## config.mk

```make
export PLATFORM = sky130hd
export DESIGN_NAME = uart_rx_cmd_flat
export DESIGN_NICKNAME = d
export VERILOG_FILES = /design/src/rtl/uart_rx_cmd_if.sv /design/src/rtl/uart_rx_cmd.sv /design/src/flat_wrapper.sv
export SDC_FILE = /design/constraint.sdc
export NUM_CORES = 1
export LEC_CHECK = 0
export CORE_AREA = 2 2 79 81
export CTS_CLUSTER_DIAMETER = 200
export CTS_CLUSTER_SIZE = 30
export DETAILED_ROUTE_END_ITERATION = 6
export DIE_AREA = 0 0 81 83
export DONT_BUFFER_PORTS = 1
export PLACE_DENSITY = 0.55
export SKIP_CTS_REPAIR_TIMING = 1
export SLEW_MARGIN = 30
export SYNTH_ARGS = -nofsm -noshare
export SYNTH_HDL_FRONTEND = slang
export SYNTH_SLANG_ARGS = --single-unit
```

## constraint.sdc

```tcl
create_clock -name clk -period 2.58 [get_ports clk]
set_clock_uncertainty 0.1 [all_clocks]
set_input_delay 0.258 -clock clk [delete_from_list [all_inputs] [get_ports clk]]
set_output_delay 0.258 -clock clk [all_outputs]
set_load 0.02 [all_outputs]
```

## src/rtl/uart_rx_cmd_if.sv

```systemverilog
// Host-link receive bundle: the serial pad in, decoded bytes and strobes out.
interface uart_rx_cmd_if;
  logic       i_rx_pad;
  logic [7:0] o_rx_byte;
  logic       o_rx_dv;
  logic       o_frame_err;
  logic       o_hl_rx_active;
  logic       o_cmd_start;

  // Receiver side: samples the pad and drives the decoded results
  modport slave (
    input  i_rx_pad,
    output o_rx_byte, o_rx_dv, o_frame_err, o_hl_rx_active, o_cmd_start
  );

  // Host side: drives the pad and consumes the decoded results
  modport master (
    output i_rx_pad,
    input  o_rx_byte, o_rx_dv, o_frame_err, o_hl_rx_active, o_cmd_start
  );
endinterface

```

## src/rtl/uart_rx_cmd.sv

```systemverilog
// Serial command receiver for the frequency counter host link.
// Deserialises 8N1 frames, strobes out every good byte and raises a
// one-cycle start request when the text "measure" followed by CR arrives.
module uart_rx_cmd #(
  parameter int CLKS_PER_BIT = 1250
) (
  input  logic         clk,
  input  logic         i_Rst_L,
  uart_rx_cmd_if.slave bus
);

  localparam int H  = (CLKS_PER_BIT - 1) / 2;
  localparam int CW = $clog2(CLKS_PER_BIT);

  // Full bit period for data and stop bits.
  localparam logic [CW-1:0] BIT_LAST   = CW'(CLKS_PER_BIT - 1);
  // START is entered one cycle after the falling edge is seen, so the
  // counter only needs to reach H-1 for the start sample to sit H cycles
  // after the edge; every later sample is then one full period apart.
  localparam logic [CW-1:0] START_LAST = CW'(H - 1);

  typedef enum logic [2:0] {
    IDLE,
    START,
    DATA,
    STOP,
    BREAK
  } rx_state_t;

  rx_state_t     state;
  logic          rx_meta;
  logic          rxs;
  logic [CW-1:0] clk_cnt;
  logic [2:0]    bit_idx;
  logic [7:0]    shift_reg;
  logic [7:0]    rx_byte;
  logic          rx_dv;
  logic          frame_err;
  logic          rx_active;
  logic [2:0]    match_idx;
  logic          cmd_start;

  // Command text "measure\r", one byte per match position.
  function automatic logic [7:0] pattern_byte(input logic [2:0] idx);
    case (idx)
      3'd0:    pattern_byte = 8'h6D;
      3'd1:    pattern_byte = 8'h65;
      3'd2:    pattern_byte = 8'h61;
      3'd3:    pattern_byte = 8'h73;
      3'd4:    pattern_byte = 8'h75;
      3'd5:    pattern_byte = 8'h72;
      3'd6:    pattern_byte = 8'h65;
      default: pattern_byte = 8'h0D;
    endcase
  endfunction

  // Two-flop synchroniser for the asynchronous pad, idling high
  always_ff @(posedge clk or negedge i_Rst_L) begin
    if (!i_Rst_L) begin
      rx_meta <= 1'b1;
      rxs     <= 1'b1;
    end else begin
      rx_meta <= bus.i_rx_pad;
      rxs     <= rx_meta;
    end
  end

  // Frame receiver: mid-bit sampling, byte/error strobes, busy flag
  always_ff @(posedge clk or negedge i_Rst_L) begin
    if (!i_Rst_L) begin
      state     <= IDLE;
      clk_cnt   <= '0;
      bit_idx   <= 3'd0;
      shift_reg <= 8'h00;
      rx_byte   <= 8'h00;
      rx_dv     <= 1'b0;
      frame_err <= 1'b0;
      rx_active <= 1'b0;
    end else begin
      rx_dv     <= 1'b0;
      frame_err <= 1'b0;
      case (state)
        IDLE: begin
          if (!rxs) begin
            state     <= START;
            clk_cnt   <= '0;
            rx_active <= 1'b1;
          end
        end
        START: begin
          if (clk_cnt == START_LAST) begin
            clk_cnt <= '0;
            if (!rxs) begin
              state   <= DATA;
              bit_idx <= 3'd0;
            end else begin
              state     <= IDLE;
              rx_active <= 1'b0;
            end
          end else begin
            clk_cnt <= clk_cnt + 1'b1;
          end
        end
        DATA: begin
          if (clk_cnt == BIT_LAST) begin
            clk_cnt   <= '0;
            shift_reg <= {rxs, shift_reg[7:1]};
            if (bit_idx == 3'd7) begin
              state <= STOP;
            end else begin
              bit_idx <= bit_idx + 3'd1;
            end
          end else begin
            clk_cnt <= clk_cnt + 1'b1;
          end
        end
        STOP: begin
          if (clk_cnt == BIT_LAST) begin
            clk_cnt   <= '0;
            rx_active <= 1'b0;
            if (rxs) begin
              rx_byte <= shift_reg;
              rx_dv   <= 1'b1;
              state   <= IDLE;
            end else begin
              frame_err <= 1'b1;
              state     <= BREAK;
            end
          end else begin
            clk_cnt <= clk_cnt + 1'b1;
          end
        end
        BREAK: begin
          if (rxs) begin
            state <= IDLE;
          end
        end
        default: begin
          state     <= IDLE;
          rx_active <= 1'b0;
        end
      endcase
    end
  end

  // Command matcher: tracks progress through "measure\r" on each good byte
  always_ff @(posedge clk or negedge i_Rst_L) begin
    if (!i_Rst_L) begin
      match_idx <= 3'd0;
      cmd_start <= 1'b0;
    end else begin
      cmd_start <= 1'b0;
      if (frame_err) begin
        match_idx <= 3'd0;
      end else if (rx_dv) begin
        if (rx_byte == pattern_byte(match_idx)) begin
          if (match_idx == 3'd7) begin
            cmd_start <= 1'b1;
            match_idx <= 3'd0;
          end else begin
            match_idx <= match_idx + 3'd1;
          end
        end else if (rx_byte == 8'h6D) begin
          match_idx <= 3'd1;
        end else begin
          match_idx <= 3'd0;
        end
      end
    end
  end

  assign bus.o_rx_byte      = rx_byte;
  assign bus.o_rx_dv        = rx_dv;
  assign bus.o_frame_err    = frame_err;
  assign bus.o_hl_rx_active = rx_active;
  assign bus.o_cmd_start    = cmd_start;

endmodule

```

## src/flat_wrapper.sv

```systemverilog
// flat-port wrapper written by rule: the top's interface ports become plain ports
module uart_rx_cmd_flat 
#(
  parameter int CLKS_PER_BIT = 1250
)
  (clk, i_Rst_L, bus_i_rx_pad, bus_o_rx_byte, bus_o_rx_dv, bus_o_frame_err, bus_o_hl_rx_active, bus_o_cmd_start);
  uart_rx_cmd_if bus_i ();
  input  logic clk;
  input  logic i_Rst_L;
  input wire logic [$bits(bus_i.i_rx_pad)-1:0] bus_i_rx_pad;
  output wire logic [$bits(bus_i.o_rx_byte)-1:0] bus_o_rx_byte;
  output wire logic [$bits(bus_i.o_rx_dv)-1:0] bus_o_rx_dv;
  output wire logic [$bits(bus_i.o_frame_err)-1:0] bus_o_frame_err;
  output wire logic [$bits(bus_i.o_hl_rx_active)-1:0] bus_o_hl_rx_active;
  output wire logic [$bits(bus_i.o_cmd_start)-1:0] bus_o_cmd_start;
  assign bus_i.i_rx_pad = bus_i_rx_pad;
  assign bus_o_rx_byte = bus_i.o_rx_byte;
  assign bus_o_rx_dv = bus_i.o_rx_dv;
  assign bus_o_frame_err = bus_i.o_frame_err;
  assign bus_o_hl_rx_active = bus_i.o_hl_rx_active;
  assign bus_o_cmd_start = bus_i.o_cmd_start;
  uart_rx_cmd #(.CLKS_PER_BIT(CLKS_PER_BIT)) u_core (.clk(clk), .i_Rst_L(i_Rst_L), .bus(bus_i));
endmodule
```

==> out/metrics.cfg <==
[run_status]
status = finished clean

[drt]
num_vias = 1590
viasPerCell = 5.39
drt_wl_total_microns = 4280
drt_iter0_markers = 77
drc = 0
drt-pass1-iter-count = 4
detail-route-antenna-nets = 0
wl_per_cell_microns = 14.5

[critical_path]
cp-start-kind = register
arrival_ns = 2.33
critPathKind = reg2reg
required_ns = 2.66
regToRegSetupSlack_ns = 0.33
endpoint_kind = register
critPathMaxFanout = 6

[final_layout]
drive_above_1_share_pct = 19.1
final_cell_mix = dfrtp_1 (40), nor2_1 (19), mux2_2 (17)
syn_to_final_growth_pct = 9.20
final_core_utilization_pct = 42.6
final_common_cell = dfrtp_1
antenna_cells = 0
nets = 232
largest_register_ffs = 11

[job]
maxCapViolations = 0

[floorplanning]
fp.dieH_microns = 83
initial_core_util_pct = 39.0
core_area_sq_mm = 0.00582
core.rowCount = 28
die-area_sq_mm = 0.00672
ioPinCount = 15
dieWidth_microns = 81

[worst_hold_path]
hold_path.class = reg2reg

[placement]
dpl.hpwl_microns = 2970
gp_congestion = 0.786
io_buffers = 0

[sta]
fmax_mhz = 444
setup_tns_ns = 0
fin_crit_sh_pct = 87.3
relSlewSlack_pct = 68.9
hold_viol_final = 0
rsz0062_at_grt = no
slew_violations = 0
finalSetupViolCount = 0
period_needed_ns = 2.25
tightestPinTransition_ns = 0.467

[power_and_ir_drop]
p_leak_nw = 1.13
irDropWorstVdd_mv = 0.334
p_per_area_mw_per_mm2 = 455

[synth]
yosysWarnings = 0
synth_cells = 214
synth_edf_count = 0
async_flop_share_pct = 100
ys.flop_type = dfrtp_1
synth_seq_cells = 42
synth_cell_type_count = 49
syn-num-nets = 227
netlist_area_sq_mm = 0.00227
synth-seq-area-share_pct = 46.4
postSynthAreaPerCell_sq_um = 10.6

[clock_tree]
cts_buffer_depth = 2
cts_buffers = 5
path_clk_slew_ns = 0.08
clk_latency_ns = 0.29
clockRootBuffer = clkbuf_8
clock-sinks = 42
cts_tree = built
htree_levels = 2

[global_routing]
grt_max_degree = 43
grt_usage_pct = 14.5
antenna_found_initial = 0
grt_pass1_wl_microns = 7680
grt_pass1_vias = 1528
grt.overflow.total = 0

[synth_stat cells (2+ instances only)]
cell type / instances / share of area, %
dfrtp_1: 40 / 44
o31ai_1: 4 / 1.3
a22o_1: 9 / 3.5
clkbuf_1: 4 / 0.66
nor2_1: 19 / 3.1
nand2_1: 16 / 2.6
nor4_1: 2 / 0.55
o21ai_0: 9 / 2.0
a21oi_1: 7 / 1.5
and2_1: 2 / 0.55
nand4_1: 3 / 0.83
dfstp_2: 2 / 2.3
nor2b_1: 4 / 1.1
and4bb_2: 3 / 1.7
xnor2_1: 4 / 1.5
mux2i_1: 3 / 1.3
nor3_1: 7 / 1.5
ha_1: 10 / 5.5
nand3_1: 3 / 0.66
mux2_2: 17 / 8.4
inv_1: 9 / 1.5
buf_6: 2 / 0.99
and3_1: 5 / 1.4
or3b_2: 2 / 0.77
or3_1: 2 / 0.55
nand2b_1: 3 / 0.83
[through the flow]
stage | total power, W | setup slack (ns) | area (sq um) | cells | hold slack (ns)
6_report | 0.00113 | 0.327 | 2480 | 295 | 0.258
4_1_cts | 0.00113 | 0.326 | 2430 | 292 | -0.464
3_5_place_dp | 0.000678 | 0.342 | 2340 | 284 | -0.137
5_1_grt | 0.00119 | 0.192 | 2480 | 295 | 0.262
3_3_place_gp | 0.000678 | 0.398 | 2340 | 284 | -0.137
2_1_floorplan | 0.000678 | 0.500 | 2270 | 214 | -0.138
[where the power goes]
| group | internal [W] | switching [W] |
|---|---|---|
| Sequential | 0.000661 | 0.00000188 |
| Clock | 0.000215 | 0.000228 |
| Combinational | 0.00000745 | 0.0000147 |
[critical path: stages (launching register included)]
cell,delay (ns)
dfrtp_1,0.44
ha_1,0.27
or3_4,0.39
o221ai_1,0.24
xnor2_1,0.17
o2111ai_2,0.19
mux2_4,0.34
[final timing paths]
path | start | endpoint | cells after the start
min in group asynchronous | i_Rst_L | u_core.bit_idx[0] | 2
max in group asynchronous | i_Rst_L | u_core.rxs | 2
min reg2reg | u_core.rx_meta | u_core.rxs | 0
max reg2reg | u_core.match_idx[0] | u_core.match_idx[0] | 6
max | u_core.match_idx[0] | u_core.match_idx[0] | 6
min | u_core.rx_meta | u_core.rxs | 0
[cell type report]
class,count,area (sq um)
clock inverters,2,12.5
well taps,75,93.8
fillers,566,3340
repair buffers,5,62.6
multi-input cells,156,1140
flip-flops and latches,42,1050
inverters,9,33.8
clock buffers,6,82.6
[logic make-up after synthesis]
| kind of cell | count (synthesis) | share of synthesized area, % |
|---|---|---|
| buf+inv | 16 | 3.36 |
| flops | 42 | 46.4 |
| mux | 21 | 10.4 |
| simple gates | 78 | 19.0 |
| xor+xnor | 4 | 1.54 |
| fa+ha+maj | 11 | 5.95 |
| compound gates | 42 | 13.3 |
[routing by layer]
| metal | wire, microns | GRT usage, % | up-vias |
|---|---|---|---|
| met5 | 0 | 0 | - |
| met4 | 65 | 4.62 | 0 |
| met3 | 203 | 3.48 | 5 |
| met2 | 1900 | 21.0 | 38 |
| met1 | 2110 | 21.4 | 758 |
| li1 | - | - | 789 |
Note: power is estimated with default switching activity, not from simulation.
